$ cat src/rtl/rom_router_pkg.sv
// Shared definitions for the ioctl ROM router.
//   port_mode_e : how a port turns a byte offset into an SDRAM word address
//   LANE_W/NUM_LANES/WORD_W : byte lane and SDRAM word geometry
//   WADDR_W : SDRAM word address width per port
//   OFF_W   : byte-offset bits a port can address (word address + lane bit)
//   CNT_W   : width of the second-reset delay counter
//   lane_sel() : one-hot {hi,lo} byte-lane select from the lane bit
package rom_router_pkg;

  typedef enum logic {
    LINEAR      = 1'b0,  // 16-bit linear image
    INTERLEAVED = 1'b1   // 32-bit image split into two 64 KB halves
  } port_mode_e;

  localparam int unsigned LANE_W    = 8;
  localparam int unsigned NUM_LANES = 2;
  localparam int unsigned WORD_W    = LANE_W * NUM_LANES;
  localparam int unsigned WADDR_W   = 23;
  localparam int unsigned OFF_W     = WADDR_W + 1;
  localparam int unsigned CNT_W     = 16;

  function automatic logic [NUM_LANES-1:0] lane_sel(input logic hi);
    return {hi, ~hi};
  endfunction

endpackage

$ cat src/rtl/rom_port_map.sv
// One SDRAM write port of the ioctl ROM router: decodes whether a download byte
// falls in this port's region, maps it to a word address / lane select and
// issues it over a toggle request/acknowledge handshake.
// Ports:
//   clk_sys, reset      : system clock, asynchronous active-high reset
//   wr_event            : single-cycle qualified byte-write event
//   ioctl_addr          : byte address of the download
//   ioctl_dout          : byte data of the download
//   ack                 : toggle acknowledge from the SDRAM controller
//   req                 : toggle request (idle when req == ack)
//   a, ds, d            : word address, {hi,lo} lane select, duplicated data
//   overrun             : sticky, set when a byte arrived while busy
module rom_port_map import rom_router_pkg::*; #(
  parameter int unsigned     AW    = 25,
  parameter logic [AW-1:0]   BASE  = '0,
  parameter logic [AW-1:0]   LIMIT = '1,
  parameter port_mode_e      MODE  = LINEAR
) (
  input  logic               clk_sys,
  input  logic               reset,
  input  logic               wr_event,
  input  logic [AW-1:0]      ioctl_addr,
  input  logic [LANE_W-1:0]  ioctl_dout,
  input  logic               ack,
  output logic               req,
  output logic [WADDR_W-1:0] a,
  output logic [1:0]         ds,
  output logic [WORD_W-1:0]  d,
  output logic               overrun
);

  logic               hit;
  logic               idle;
  logic [OFF_W-1:0]   off;
  logic [WADDR_W-1:0] a_d;
  logic [1:0]         ds_d;

  logic               req_q;
  logic [WADDR_W-1:0] a_q;
  logic [1:0]         ds_q;
  logic [WORD_W-1:0]  d_q;
  logic               overrun_q;

  assign hit  = (ioctl_addr >= BASE) && (ioctl_addr <= LIMIT);
  assign idle = (req_q == ack);
  // Only meaningful when hit, so the subtraction never wraps in use.
  assign off  = OFF_W'(ioctl_addr - BASE);

  always_comb begin
    a_d  = '0;
    ds_d = '0;
    if (MODE == INTERLEAVED) begin
      // Bit 16 picks the 64 KB half, which becomes the word's low address bit,
      // so the two halves land in alternating words of a 32-bit layout.
      a_d  = WADDR_W'({off[14:0], off[16]});
      ds_d = lane_sel(off[15]);
    end else begin
      a_d  = off[OFF_W-1:1];
      ds_d = lane_sel(off[0]);
    end
  end

  always_ff @(posedge clk_sys or posedge reset) begin
    if (reset) begin
      req_q     <= 1'b0;
      a_q       <= '0;
      ds_q      <= '0;
      d_q       <= '0;
      overrun_q <= 1'b0;
    end else if (wr_event && hit) begin
      if (idle) begin
        a_q   <= a_d;
        ds_q  <= ds_d;
        d_q   <= {ioctl_dout, ioctl_dout};
        req_q <= ~req_q;
      end else begin
        // Previous word still in flight: drop this byte, flag it forever.
        overrun_q <= 1'b1;
      end
    end
  end

  assign req     = req_q;
  assign a       = a_q;
  assign ds      = ds_q;
  assign d       = d_q;
  assign overrun = overrun_q;

endmodule

$ cat src/rtl/ioctl_rom_router.sv
// Routes bytes from the ioctl download stream into up to four SDRAM write
// ports, each owning an address region, and sequences the core reset around
// the ROM load (held until the first download completes, then one extra
// one-cycle pulse RST_CNT-1 cycles after every release).
// Ports:
//   clk_sys, reset      : system clock, asynchronous active-high reset
//   ioctl_download      : download in progress
//   ioctl_wr            : byte strobe, rising edge significant
//   ioctl_addr          : byte address
//   ioctl_dout          : byte data
//   user_reset          : menu/button reset request
//   port_req / port_ack : per-port toggle handshake with the SDRAM
//   port_a/port_ds/port_d : per-port word address, lane select, data
//   overrun             : per-port sticky dropped-write flag
//   rom_loaded          : set once the first download has completed
//   core_reset          : reset to the game core
module ioctl_rom_router import rom_router_pkg::*; #(
  parameter int unsigned            NPORTS  = 2,
  parameter int unsigned            AW      = 25,
  parameter logic [NPORTS*AW-1:0]   BASE    = {25'h11000, 25'h0},
  parameter logic [NPORTS*AW-1:0]   LIMIT   = {25'h1FFFFFF, 25'h1FFFFFF},
  parameter logic [NPORTS-1:0]      MODE    = 2'b10,
  parameter logic [CNT_W-1:0]       RST_CNT = 16'hFFFF
) (
  input  logic                        clk_sys,
  input  logic                        reset,
  input  logic                        ioctl_download,
  input  logic                        ioctl_wr,
  input  logic [AW-1:0]               ioctl_addr,
  input  logic [LANE_W-1:0]           ioctl_dout,
  input  logic                        user_reset,
  output logic [NPORTS-1:0]           port_req,
  input  logic [NPORTS-1:0]           port_ack,
  output logic [NPORTS*WADDR_W-1:0]   port_a,
  output logic [NPORTS*2-1:0]         port_ds,
  output logic [NPORTS*WORD_W-1:0]    port_d,
  output logic [NPORTS-1:0]           overrun,
  output logic                        rom_loaded,
  output logic                        core_reset
);

  logic             wr_last_q;
  logic             dl_last_q;
  logic             rom_loaded_q, rom_loaded_d;
  logic [CNT_W-1:0] cnt_q, cnt_d;
  logic             core_reset_q, core_reset_d;

  logic             wr_event;
  logic             dl_fall;
  logic             hold_reset;

  assign wr_event   = ioctl_wr & ~wr_last_q & ioctl_download;
  assign dl_fall    = dl_last_q & ~ioctl_download;
  assign hold_reset = user_reset | ~rom_loaded_q;

  always_comb begin
    rom_loaded_d = rom_loaded_q | dl_fall;
    cnt_d        = cnt_q;
    if (hold_reset) begin
      cnt_d = RST_CNT;
    end else if (cnt_q != '0) begin
      cnt_d = cnt_q - CNT_W'(1);
    end
    // Counter passing through 1 yields the single delayed second pulse.
    core_reset_d = hold_reset | (cnt_q == CNT_W'(1));
  end

  always_ff @(posedge clk_sys or posedge reset) begin
    if (reset) begin
      wr_last_q    <= 1'b0;
      dl_last_q    <= 1'b0;
      rom_loaded_q <= 1'b0;
      cnt_q        <= RST_CNT;
      core_reset_q <= 1'b1;
    end else begin
      wr_last_q    <= ioctl_wr;
      dl_last_q    <= ioctl_download;
      rom_loaded_q <= rom_loaded_d;
      cnt_q        <= cnt_d;
      core_reset_q <= core_reset_d;
    end
  end

  assign rom_loaded = rom_loaded_q;
  assign core_reset = core_reset_q;

  // Ports decode independently, so overlapping regions all receive the byte.
  for (genvar p = 0; p < NPORTS; p++) begin : gen_port
    rom_port_map #(
      .AW    (AW),
      .BASE  (BASE[p*AW +: AW]),
      .LIMIT (LIMIT[p*AW +: AW]),
      .MODE  (port_mode_e'(MODE[p]))
    ) u_map (
      .clk_sys    (clk_sys),
      .reset      (reset),
      .wr_event   (wr_event),
      .ioctl_addr (ioctl_addr),
      .ioctl_dout (ioctl_dout),
      .ack        (port_ack[p]),
      .req        (port_req[p]),
      .a          (port_a[p*WADDR_W +: WADDR_W]),
      .ds         (port_ds[p*2 +: 2]),
      .d          (port_d[p*WORD_W +: WORD_W]),
      .overrun    (overrun[p])
    );
  end

endmodule

$ cat config.mk
export PLATFORM = sky130hd
export DESIGN_NAME = ioctl_rom_router
export DESIGN_NICKNAME = d
export VERILOG_FILES = /design/src/rtl/rom_router_pkg.sv /design/src/rtl/rom_port_map.sv /design/src/rtl/ioctl_rom_router.sv
export SDC_FILE = /design/constraint.sdc
export NUM_CORES = 1
export LEC_CHECK = 0
export BUFFER_PORTS_ARGS = -buffer_cell sky130_fd_sc_hd__buf_2
export CAP_MARGIN = 25
export CORE_ASPECT_RATIO = 1.25
export CORE_MARGIN = 3
export CORE_UTILIZATION = 30
export DETAILED_ROUTE_END_ITERATION = 7
export GPL_TIMING_DRIVEN = 1
export PLACE_DENSITY_LB_ADDON = 0.1
export SLEW_MARGIN = 20
export SYNTH_ARGS = -nofsm -noshare
export SYNTH_HDL_FRONTEND = slang
export SYNTH_HIERARCHICAL = 1
export SYNTH_SLANG_ARGS = --single-unit
$ cat constraint.sdc
create_clock -name clk_sys -period 4.4 [get_ports clk_sys]
set_input_delay 0.66 -clock clk_sys [delete_from_list [all_inputs] [get_ports clk_sys]]
set_output_delay 0.66 -clock clk_sys [all_outputs]
set_load 0.005 [all_outputs]
==> metrics.md <==
| Metric | Value |
|---|---|
| Final ANT Viol Nets | `0` |
| Pre-antenna DRT Iters | `4` |
| PD cells | `between 500 and 600 nW/um2` |
| CTS tree | `yes` |
| Async set-reset flop share out of synthesis | `1.00` |
| Gp weighted congestion | `0.713` |
| DR WL/cell | `between 15 and 20 um` |
| Sink Count | `83` |
| Delay of the slowest critical-path stage | `about 0.69 ns` |
| Cts hold-fix bufs | `0` |
| Worst hold path type | `in2async` |
| Worst-path clk slew | `0.06 ns` |
| DRT Wirelength | `10.1 mm` |
| F_max | `376 MHz` |
| Placed Area | `4720 um2` |
| Most common cell after layout, fill and taps aside | `buf_2` |
| Vias per inst | `4.55` |
| Cts bufs inserted | `9` |
| Full die area | `15100 um2` |
| Main flop type after synthesis | `dfrtp_1` |
| Slew @ Worst Pin | `about 0.84 ns` |
| # rows | `47` |
| Worst hold slack | `about 0.42 ns` |
| Worst EP required | `4.61 ns` |
| Worst Setup End Kind | `flop` |
| DRC Markers | `0` |
| Max-cap check violation count | `0` |
| Post-synthesis cell type count | `54` |
| Initial detailed-routing violation count | `72` |
| Fin. Hold Viols | `0` |
| Post CTS Setup Buffer Count | `0` |
| Width of the die | `110 um` |
| Nets | `460` |
| Critical-path top delay cell | `a221oi_4` |
| Number of synthesized flops with an enable pin | `0` |
| Root Buffer | `clkbuf_16` |
| Avg Inst Size Synth | `13.3 um2` |
| Vias in the first global route | `2740` |
| Mapped Cells | `307` |
| Most frequent cells in the layout | `buf_2 (120), dfrtp_1 (66), mux2_4 (48)` |
| Period utilization | `0.605` |
| CTS H-tree depth | `3` |
| PostCTS Resize Cnt | `0` |
| YS warnings | `6` |
| Synth Register Bits | `83` |
| Crit-path cells | `buf_2, inv_1, ha_1, nor4bb_1, nand4_1, a221oi_4, buf_12, mux2_2` |
| Total grt overflow | `0` |
| Arrival @ worst endpoint | `about 2.9 ns` |
| Leak pwr | `2.40 nW` |
| Layout Skew | `~0.008 ns` |
| Utilization after layout | `0.379` |
| Run status | `complete, no violations` |
| Max Slew Vio Count | `0` |
| GRT Overall Usage | `0.139` |
| Routed vias | `2691` |
| Synthesized area | `4080 um2` |
| Worst VDD drop | `approximately 0.00019 V` |
| Setup violations, final | `0` |
| Layout cells sized above 1 | `0.531` |
| Register area share after synthesis | `0.514` |
| Layout area overhead | `23.3%` |
| Slew headroom | `0.436` |
| Post-layout min period | `between 2 and 3 ns` |
| Antenna violations before repair | `0` |
| Largest net degree at the start of global routing | `36` |
| Startpoint types | `input pin` |
| Unrepaired setup endpoints after global routing | `false` |
| Finished layout cell area | `between 5000 and 6000 um2` |
| Core box area | `13300 um2` |
| Worst skew pair latency | `0.33 ns` |
| # diodes | `0` |
| CP max FO | `18` |
| DP HPWL | `7.51 mm` |
| Post-Route Setup TNS | `0 ns` |
| IO Count | `about 130` |
| Clock buffer depth | `2` |
| First-pass GRT wire length | `between 15 and 20 mm` |
| Initial Utilization | `0.307` |
| I/O Buffers | `120` |
| Critical Setup Path Class | `in2reg` |
| Chip Height | `around 140 um` |
## state kept, by name, summed over array words and instances (netlist names)
register and flops:
gen_port.u_map/ds 4, rom_loaded 1, wr_last_q 1, core_reset 1, gen_port.u_map/a 39, gen_port.u_map/overrun 2
cnt_q 16, gen_port.u_map/d 16, dl_last_q 1, gen_port.u_map/req 2
## layout make-up
type,instances,area (um2)
fill,1379,8260
sequential,83,2100
multi-input combinational,181,1690
timing repair buffer,124,656
clock buffer,9,225
tap,171,214
clock inverter,7,92.6
inverter,16,60.1
## routing by layer
| layer | vias up | part of all wire | GRT usage |
|---|---|---|---|
| met1 | 1325 | 0.42 | 0.181 |
| met5 | - | 0 | 0 |
| li1 | 1287 | - | - |
| met3 | 8 | 0.059 | 0.0404 |
| met2 | 71 | 0.50 | 0.219 |
| met4 | 0 | 0.014 | 0.0493 |
## cells by family (layout without fill, tap and decap cells)
kind of cell	after synthesis	after routing	share of synthesized area
DFF	83	83	0.514
AOI/OAI and AO/OA	34	34	0.0607
xor gates and xnor gates	6	6	0.0147
other	1	7	0.000918
and+or+nand+nor	70	70	0.110
adders and majority gates	5	5	0.0153
muxes	59	59	0.206
buffers and inverters	49	156	0.0784
## report_power, final
| part | switching (mW) | internal, mW |
|---|---|---|
| clock | 0.306 | 0.496 |
| sequential | 0.140 | 0.974 |
| combinational | 0.255 | 0.430 |
## through the flow
step                total power [mW]  setup WS (ns)  cells
floorplan                       1.53           2.05    313
global placement                1.82           1.42    574
detailed placement              1.83           1.39    575
CTS                             2.65           1.75    591
global route                    2.77           1.62    591
finish                          2.60           1.74    591
## final timing paths
check	from	to	slack [ns]	cells after the start
max in group asynchronous	reset	wr_last_q$_DFF_PP0_	3.42	2
min in group clk_sys	ioctl_wr	wr_last_q$_DFF_PP0_	0.45	1
worst min-delay path	reset	gen_port[1].u_map/d[7]$_DFFE_PP0P_	0.42	3
worst max-delay path	ioctl_addr[13]	gen_port[1].u_map/a[4]$_DFFE_PP0P_	1.74	8
worst max register to register	wr_last_q$_DFF_PP0_	gen_port[1].u_map/a[4]$_DFFE_PP0P_	1.94	6
worst min register to register	gen_port[1].u_map/overrun$_DFFE_PP0P_	gen_port[1].u_map/overrun$_DFFE_PP0P_	0.47	1
## worst max-delay path, delay by kind of cell
| family | cells | cell delay [ns] |
|---|---|---|
| AND/OR/NAND/NOR | 2 | 0.56 |
| multiplexers | 1 | 0.34 |
| adder cells (fa/ha/maj) | 1 | 0.13 |
| buffers and inverters | 3 | 0.48 |
| AO/OA/AOI/OAI | 1 | 0.69 |
## cells in the mapped netlist (2+ instances only)
master | instances | share of area
dfstp_2 | 17 | 0.11
o21ai_0 | 3 | 0.0037
buf_4 | 24 | 0.044
nor4_1 | 5 | 0.0077
mux2i_1 | 3 | 0.0074
xor2_1 | 3 | 0.0064
nor3_1 | 8 | 0.0098
and3_1 | 4 | 0.0061
a211o_1 | 3 | 0.0064
mux2_2 | 8 | 0.022
buf_6 | 6 | 0.017
nand3_1 | 6 | 0.0074
nor4_4 | 2 | 0.010
ha_1 | 5 | 0.015
a21oi_1 | 7 | 0.0086
buf_1 | 2 | 0.0018
nand2_1 | 9 | 0.0083
o21ai_1 | 4 | 0.0049
nor2_1 | 8 | 0.0074
nand4_1 | 9 | 0.014
dfrtp_1 | 66 | 0.40
a21o_1 | 3 | 0.0055
nor4_2 | 2 | 0.0061
mux2_4 | 48 | 0.18
nand3b_1 | 2 | 0.0037
or4_1 | 2 | 0.0037
xnor2_1 | 2 | 0.0043
and2_1 | 2 | 0.0031
inv_1 | 16 | 0.015
o31ai_1 | 4 | 0.0074
Power figures use the tool's default switching activity.
